<file path="src/rtl/jtag_scan_sequencer.sv">
// JTAG master: walks the TAP through an optional IR scan and a DR scan per command,
// keeps a mirror of the 1149.1 TAP state and returns the TDO bits captured while shifting.
module jtag_scan_sequencer #(
    parameter int IR_W   = 2,
    parameter int DR_MAX = 64,
    parameter int LEN_W  = 7
) (
    input  logic              TCLK,
    input  logic              TRST,
    input  logic              start,
    input  logic              skip_ir,
    input  logic [IR_W-1:0]   ir_in,
    input  logic [LEN_W-1:0]  dr_len,
    input  logic [DR_MAX-1:0] dr_in,
    input  logic              tdo,
    output logic              tms,
    output logic              tdi,
    output logic              busy,
    output logic              done,
    output logic [IR_W-1:0]   ir_out,
    output logic [DR_MAX-1:0] dr_out
);

    typedef enum logic [3:0] {
        WALK, SETTLE, IDLE, IR_HDR, IR_SH, IR_TL, DR_HDR, DR_SH, DR_TL, DONE
    } seq_e;

    typedef enum logic [3:0] {
        TLR, RTI, SEL_DR, CAP_DR, SH_DR, EX1_DR, PA_DR, EX2_DR, UPD_DR,
        SEL_IR, CAP_IR, SH_IR, EX1_IR, PA_IR, EX2_IR, UPD_IR
    } tap_e;

    localparam logic [LEN_W-1:0] LEN_MAX = LEN_W'(DR_MAX);
    localparam logic [LEN_W-1:0] IR_LAST = LEN_W'(IR_W - 1);

    seq_e              state_q, state_d;
    logic [LEN_W-1:0]  cnt_q, cnt_d;
    logic [LEN_W-1:0]  len_q, len_c;
    logic [IR_W-1:0]   ir_sh_q, ir_mask_q;
    logic [DR_MAX-1:0] dr_sh_q, dr_mask_q;
    tap_e              tap_q, tap_d;
    logic              tms_d, busy_d, done_d;
    logic              accept;

    always_comb begin
        len_c  = (dr_len > LEN_MAX) ? LEN_MAX : dr_len;
        accept = (state_q == IDLE) && start;
    end

    // State register
    always_ff @(posedge TCLK or posedge TRST) begin
        if (TRST) begin
            state_q <= WALK;
            cnt_q   <= '0;
        end else begin
            state_q <= state_d;
            cnt_q   <= cnt_d;
        end
    end

    // Next-state logic; cnt counts cycles spent in the current state
    always_comb begin
        state_d = state_q;
        cnt_d   = cnt_q + 1'b1;
        case (state_q)
            WALK:   if (cnt_q == LEN_W'(4)) state_d = SETTLE;
            SETTLE: state_d = IDLE;
            IDLE: begin
                cnt_d = '0;
                if (start) begin
                    if (!skip_ir)          state_d = IR_HDR;
                    else if (len_c != '0)  state_d = DR_HDR;
                    else                   state_d = DONE;
                end
            end
            IR_HDR: if (cnt_q == LEN_W'(3)) state_d = IR_SH;
            IR_SH:  if (cnt_q == IR_LAST)   state_d = IR_TL;
            IR_TL:  if (cnt_q == LEN_W'(1)) state_d = (len_q != '0) ? DR_HDR : DONE;
            DR_HDR: if (cnt_q == LEN_W'(2)) state_d = DR_SH;
            DR_SH:  if (cnt_q == len_q - 1'b1) state_d = DR_TL;
            DR_TL:  if (cnt_q == LEN_W'(1)) state_d = DONE;
            DONE:   state_d = IDLE;
            default: state_d = WALK;
        endcase
        if (state_d != state_q) cnt_d = '0;
    end

    // Outputs are decoded from the upcoming state so the registered pins line up with it
    always_comb begin
        tms_d = 1'b0;
        case (state_d)
            WALK:   tms_d = 1'b1;
            IR_HDR: tms_d = (cnt_d < LEN_W'(2));
            IR_SH:  tms_d = (cnt_d == IR_LAST);
            IR_TL:  tms_d = (cnt_d == '0);
            DR_HDR: tms_d = (cnt_d == '0);
            DR_SH:  tms_d = (cnt_d == len_q - 1'b1);
            DR_TL:  tms_d = (cnt_d == '0);
            default: tms_d = 1'b0;
        endcase
        busy_d = (state_d != IDLE);
        done_d = (state_d == DONE);
    end

    always_ff @(posedge TCLK or posedge TRST) begin
        if (TRST) begin
            tms  <= 1'b1;
            busy <= 1'b1;
            done <= 1'b0;
        end else begin
            tms  <= tms_d;
            busy <= busy_d;
            done <= done_d;
        end
    end

    // IEEE 1149.1 TAP transition table, driven by the pin value the TAP sees
    always_comb begin
        case (tap_q)
            TLR:     tap_d = tms ? TLR    : RTI;
            RTI:     tap_d = tms ? SEL_DR : RTI;
            SEL_DR:  tap_d = tms ? SEL_IR : CAP_DR;
            CAP_DR:  tap_d = tms ? EX1_DR : SH_DR;
            SH_DR:   tap_d = tms ? EX1_DR : SH_DR;
            EX1_DR:  tap_d = tms ? UPD_DR : PA_DR;
            PA_DR:   tap_d = tms ? EX2_DR : PA_DR;
            EX2_DR:  tap_d = tms ? UPD_DR : SH_DR;
            UPD_DR:  tap_d = tms ? SEL_DR : RTI;
            SEL_IR:  tap_d = tms ? TLR    : CAP_IR;
            CAP_IR:  tap_d = tms ? EX1_IR : SH_IR;
            SH_IR:   tap_d = tms ? EX1_IR : SH_IR;
            EX1_IR:  tap_d = tms ? UPD_IR : PA_IR;
            PA_IR:   tap_d = tms ? EX2_IR : PA_IR;
            EX2_IR:  tap_d = tms ? UPD_IR : SH_IR;
            UPD_IR:  tap_d = tms ? SEL_DR : RTI;
            default: tap_d = TLR;
        endcase
    end

    // Shift data out of consumed-bit shifters; captures land via a one-hot write mask
    always_ff @(posedge TCLK or posedge TRST) begin
        if (TRST) begin
            tap_q     <= TLR;
            len_q     <= '0;
            ir_sh_q   <= '0;
            dr_sh_q   <= '0;
            ir_mask_q <= '0;
            dr_mask_q <= '0;
            ir_out    <= '0;
            dr_out    <= '0;
            tdi       <= 1'b0;
        end else begin
            tap_q <= tap_d;

            if (accept) begin
                len_q     <= len_c;
                ir_sh_q   <= ir_in;
                dr_sh_q   <= dr_in;
                ir_mask_q <= IR_W'(1);
                dr_mask_q <= DR_MAX'(1);
                ir_out    <= '0;
                dr_out    <= '0;
            end else begin
                if (tap_q == SH_IR) begin
                    ir_out    <= ir_out | (ir_mask_q & {IR_W{tdo}});
                    ir_mask_q <= ir_mask_q << 1;
                end
                if (tap_q == SH_DR) begin
                    dr_out    <= dr_out | (dr_mask_q & {DR_MAX{tdo}});
                    dr_mask_q <= dr_mask_q << 1;
                end
            end

            if (state_d == IR_SH) begin
                tdi     <= ir_sh_q[0];
                ir_sh_q <= ir_sh_q >> 1;
            end else if (state_d == DR_SH) begin
                tdi     <= dr_sh_q[0];
                dr_sh_q <= dr_sh_q >> 1;
            end else begin
                tdi <= 1'b0;
            end
        end
    end

endmodule

</file>
<file path="config.mk">
export PLATFORM = sky130hd
export DESIGN_NAME = jtag_scan_sequencer
export DESIGN_NICKNAME = d
export VERILOG_FILES = /design/src/rtl/jtag_scan_sequencer.sv
export SDC_FILE = /design/constraint.sdc
export NUM_CORES = 1
export LEC_CHECK = 0
export CAP_MARGIN = 20
export CORE_MARGIN = 3
export CORE_UTILIZATION = 56
export CTS_BUF_LIST = sky130_fd_sc_hd__clkbuf_8
export DETAILED_ROUTE_END_ITERATION = 10
export PLACE_DENSITY = 0.82
export REMOVE_ABC_BUFFERS = 1
export SLEW_MARGIN = 15
export SYNTH_ARGS = -nofsm -noshare
export SYNTH_HDL_FRONTEND = slang
export SYNTH_SLANG_ARGS = --single-unit
</file>
<file path="constraint.sdc">
create_clock -name TCLK -period 8.4 [get_ports TCLK]
set_input_delay 0.84 -clock TCLK [delete_from_list [all_inputs] [get_ports TCLK]]
set_output_delay 0.84 -clock TCLK [all_outputs]
set_load 0.03 [all_outputs]
</file>
# After elaboration in Yosys (flattened, before gate mapping)
# Cells that the tools add are included.
# op_classes
muxes,44
reduce_logical,15
n_addsub,2
bitwise_logic,4
magnitude_cmp,2
eq_ne,40
# op_table
cell,count
64-bit 2-to-1 mux,7
64-bit bitwise AND,1
64-bit OR,1
4-bit 2-to-1 mux,15
4-bit by 3-bit == test with 1-bit output (second input constant),12
4-bit == test (second input constant),12
4-bit one-hot mux with 12 select lines,1
4-bit one-hot mux with 9 select lines,1
7-bit 2-to-1 mux,3
4-bit by 2-bit == test with 1-bit output (second input constant),5
2-bit 2-to-1 mux,9
7-bit by 1-bit == test with 1-bit output (second input constant),2
7-bit by 2-bit == test with 1-bit output (second input constant),2
7-bit == test,2
7-bit nonzero test,2
4-bit zero test,3
4-bit by 1-bit == test with 1-bit output (second input constant),2
7-bit by 1-bit adder with 7-bit output (second input constant),1
7-bit by 3-bit == test with 1-bit output (second input constant),1
7-bit > comparator (second input constant),1
7-bit zero test,1
7-bit by 2-bit less-than comparator with 1-bit output (second input constant),1
7-bit by 1-bit subtractor with 7-bit output (second input constant),1
3-bit 2-to-1 mux,2
other kinds (10),19
# word_totals
ff_bits,224
output_inout_bits,70
in_bits,78

# Longest topological paths before layout
# depth
depth_word,11
mapped_depth,12
ltp_nobuf,10

# Worst setup path before layout
# OpenSTA, ideal clock, no wires.
# synth_timing
kind,reg-to-reg
from,register len_q[2]
to,register tms
stages_incl_launch_ff,11
slack_ns,5.526
setup_time_ns,0.094
path_buffers,2
arrival_ns,2.779
cell_sequence,dfrtp_1 -> buf_4 -> nor4_2 -> and2_1 -> xor3_1 -> o31ai_2 -> o31a_1 -> buf_6 -> a2bb2oi_1 -> o211ai_2 -> o311ai_2
# synth_between
elab_chain_len,8
# synth_lines
item,line_no,rtl
"start, declared",38,"logic [LEN_W-1:0] len_q, len_c;"
"start signal, assigned",156,len_q <= len_c;
7-bit by 1-bit subtractor with 7-bit output / 7-bit nonzero test (equally long branches),"80, 97, 78",
7-bit == test / 4-bit 2-to-1 mux (equally long branches),"80, 78",
"4-bit 2-to-1 mux, on equally long branches","80, 78",
4-bit one-hot mux with 9 select lines,65,case (state_q)
4-bit inequality test,85,if (state_d != state_q) cnt_d = '0;
7-bit 2-to-1 mux,85,
"7-bit by 2-bit less-than comparator with 1-bit output, or another cell as far along",93,IR_HDR: tms_d = (cnt_d < LEN_W'(2));
1-bit one-hot mux with 5 select lines *,91,case (state_d)
via tms_d,42,"logic tms_d, busy_d, done_d;"
"end signal, assigned",111,tms <= tms_d;
"end, declared",16,"output logic tms,"
# Mark *: on every way through the listed nets, which the timed path passes. The rest lies on a longest branch.
# A chain may end at the register's enable or synchronous reset.

# Worst setup path in the final report
# layout_timing
from,register len_q[0]
to,register tms
# The elaborated chain is that of the path after synthesis.

==> impl_results.md <==
- Critical-path maximum fanout: 10
- Avg WL per Cell: approximately 16 um
- Clock sinks: roughly 220
- Rows: 48
- Commonest cells post-synth: nand2_1, dfrtp_1, a21oi_1
- Die H: approximately 140 um
- Worst setup SP type: flip-flop
- Final Power: ~4.7 mW
- First-pass GRT wire length: between 30,000 and 40,000 um
- Count leader, synth: nand2_1
- Final wirelength: about 23,000 um
- GRT Overall Usage: between 20% and 30%
- Global route total overflow: 0
- RSZ-0062 raised after global routing: no
- Number of flops mapped to enable cells by yosys: 0
- # hold bufs at CTS: 0
- R2R depth: 10
- DP Worst Slack: about 4.7 ns
- Max-slew violations: 0
- Crit-path max cell delay: approximately 0.63 ns
- Synth top area share: ~55%
- Reg clk slew, reported paths: about 0.06 ns
- Die area: approximately 20,000 um2
- Core Area: ~17,000 um2
- CP Depth: 10
- Worst Tran Pin Value: roughly 1.0 ns
- MaxCap Viol Count: 0
- Slowest stage cell, crit path: o31ai_2
- CP arrival: approximately 4 ns
- Avg Synthesized Cell Area: around 9.6 um2
- Async SR Flop Fraction: between 90% and 100%
- Post-synthesis register bit count: between 200 and 250
- IO Port Bufs: 147
- Most Used Layer, Global Route: met2
- VDD IR max: around 0.00021 V
- Top_reg_cell synth: dfrtp_1
- Non-Filler Instances: between 1k and 1.5k
- Area Overhead vs Synth: 22.20%
- GRT met1 Usage: approximately a third
- Final Wtd Congestion: 0.8972
- Setup_tns: 0 ns
- Hold Vio Cnt, Final: 0
- Drt pass-1 iters: 5
- Inserted Clock Buffers: 37
- CP delay by family, top: compound AO/OA/AOI/OAI gates
- Synth cell types: about 70
- Clk root buf: clkbuf_8
- Pin count of the biggest net entering global routing: between 150 and 200
- Clk_skew: 0.01724 ns
- Post-Synthesis Cells: about 1.1k
- Crit path time final: about 3.5 ns
- Cell taking the most area after synthesis: dfrtp_1
- Setup violators final: 0
- DP Area: around 12,000 um2
- Diodes inserted: 0
- CP Cell Sequence: inv_1 > ha_1 > xor3_1 > nor3_1 > nand4_1 > o31ai_2 > o31a_1 > a2bb2oi_1 > o211ai_2 > o311ai_2
- Detailed Place HPWL: approximately 15,000 um
- Fillcell total: 1,291
- Largest cells by area after synthesis: dfrtp_1, nand2_1, a21oi_1
- Vias in the first global route: slightly below 8k
- Number of post-CTS setup repair buffers: 0
- Clock insertion delay at the later pin of the skew report: 0.52 ns
- Post-route cell area: about 12,000 um2
- Initial antenna violation count: 0
- Inst Count DP: ~1.4k
- CP required: about 8.8 ns
- Nets@finish: approximately 1.3k
- DRC Markers: 0
- Maximum clock insertion buffer count: 3
- Grt met2 use: ~36%
- Sequential-to-total area share from yosys stat: a little under three fifths
- Leakage power: 5.325 nW
- Via/cell ratio: 5.586
- Antenna viol nets, final: 0
- Io pins: 148
- Status: finished clean
- Final worst slack: between 4 and 5 ns
- Die Wd: ~140 um
- Worst hold path class: reg2reg
- Rel. slew slack: 33.31%
- Fmax: ~280 MHz
- Mapped Area: 10,130 um2
- H-tree depth: 2
- 1st-iter DRT viols: 679
- Initial core utilization: ~58%
- Share of cells above drive strength 1: ~6.5%
- WS Path Type: reg2reg
- Buf+Inv Stages, Crit Path: 1
- Setup crit end kind: flip-flop
- Cell area power density: 379.6 nW/um2
- Crit share post-route: a little over two fifths
- Ys Warns: 0
- Vias: 7,943
- GR Util met3: around 5.5%
- CTS tree: yes
- Post-CTS resize count: 0
- Worst Hold Depth: 2
kinds of logic (layout without fill, tap and decap cells):
group | after synthesis | after routing | synth area share [%]
compound gates | 269 | 269 | 15.29
buf+inv | 90 | 232 | 3.805
mux | 65 | 65 | 6.424
flops | 224 | 224 | 55.37
simple gates | 379 | 379 | 15.90
fa+ha+maj | 6 | 6 | 0.7412
xor+xnor | 22 | 22 | 2.471
registers in the layout, indices dropped and copies added (netlist names):
| signal | count |
|---|---|
| tap_q | 4 |
| len_q | 7 |
| tms | 1 |
| ir_out | 2 |
| ir_mask_q | 2 |
| busy | 1 |
| tdi | 1 |
| dr_mask_q | 64 |
| done | 1 |
| state_q | 4 |
| ir_sh_q | 2 |
| dr_sh_q | 64 |
| dr_out | 64 |
| cnt_q | 7 |
worst reg2reg max path: stages (launching register included):
cell and delay, ns:
dfrtp_1 0.41, inv_1 0.15, ha_1 0.26, xor3_1 0.33, nor3_1 0.26, nand4_1 0.23
o31ai_2 0.63, o31a_1 0.52, a2bb2oi_1 0.23, o211ai_2 0.10, o311ai_2 0.29
final cells by class:
class | instances | area (um2) | area share [%]
sequential | 224 | 5608 | 45.31
multi-input combinational | 741 | 4156 | 33.58
timing repair buffer | 153 | 1516 | 12.25
clock buffer | 47 | 646.9 | 5.226
tap | 225 | 281.5 | 2.275
clock inverter | 17 | 103.9 | 0.8391
inverter | 15 | 63.81 | 0.5156
routing by layer:
metal	part of all wire [%]	vias to the layer above
met5	0	-
met4	1.9	0
met3	7.1	41
met2	48	244
met1	43	3815
li1	-	3843
worst paths after layout:
path | start | endpoint | slack (ns)
min in group asynchronous | TRST | dr_out[21] | 0.96
max in group asynchronous | TRST | dr_sh_q[44] | 5.93
setup / recovery | len_q[0] | tms | 4.89
hold reg to reg | dr_sh_q[23] | dr_sh_q[22] | 0.47
hold / removal | dr_sh_q[23] | dr_sh_q[22] | 0.47
setup reg to reg | len_q[0] | tms | 4.89
stage by stage:
step                      util, %  hold WS, ns
after floorplan                 -       0.4492
after global placement      66.50       0.4618
after detailed placement    66.50       0.4651
after CTS                   70.80       0.4746
after global routing        70.82       0.5086
final                       70.82       0.4688
cells in the final DEF (no fill, tap or decap), types with 2 or more instances in the layout:
| cell type | instances |
|---|---|
| nand2_1 | 223 |
| dfrtp_1 | 222 |
| clkdlybuf4s50_1 | 147 |
| a21oi_1 | 145 |
| nor2_1 | 84 |
| mux2i_1 | 65 |
| o21ai_0 | 48 |
| clkbuf_8 | 47 |
| o21ai_1 | 31 |
| inv_1 | 27 |
| nor3_1 | 14 |
| xnor2_1 | 12 |
| nand3_1 | 11 |
| nand2b_1 | 6 |
| xor2_1 | 6 |
| nand3b_1 | 6 |
| ha_1 | 6 |
| buf_4 | 6 |
| nand4_1 | 5 |
| a31oi_1 | 5 |
| and3_1 | 4 |
| nor4_1 | 3 |
| nor2b_1 | 3 |
| and2_1 | 3 |
| a21o_1 | 3 |
| o31ai_1 | 3 |
| a211oi_1 | 3 |
| a211oi_2 | 2 |
| or3_1 | 2 |
| o221ai_2 | 2 |
| xor3_1 | 2 |
| nor3b_1 | 2 |
| xnor3_1 | 2 |
| a41oi_1 | 2 |
| o21a_1 | 2 |
| o22ai_1 | 2 |
| a221oi_1 | 2 |
| inv_8 | 2 |
| dfstp_2 | 2 |
report_power, final:
group	total (mW)	internal (mW)	switching [mW]	leakage (nW)
Combinational	1.84	0.767	1.07	1.95
Clock	0.955	0.535	0.420	0.436
Sequential	1.91	1.53	0.375	2.94
(Power assumes the default switching activity.)
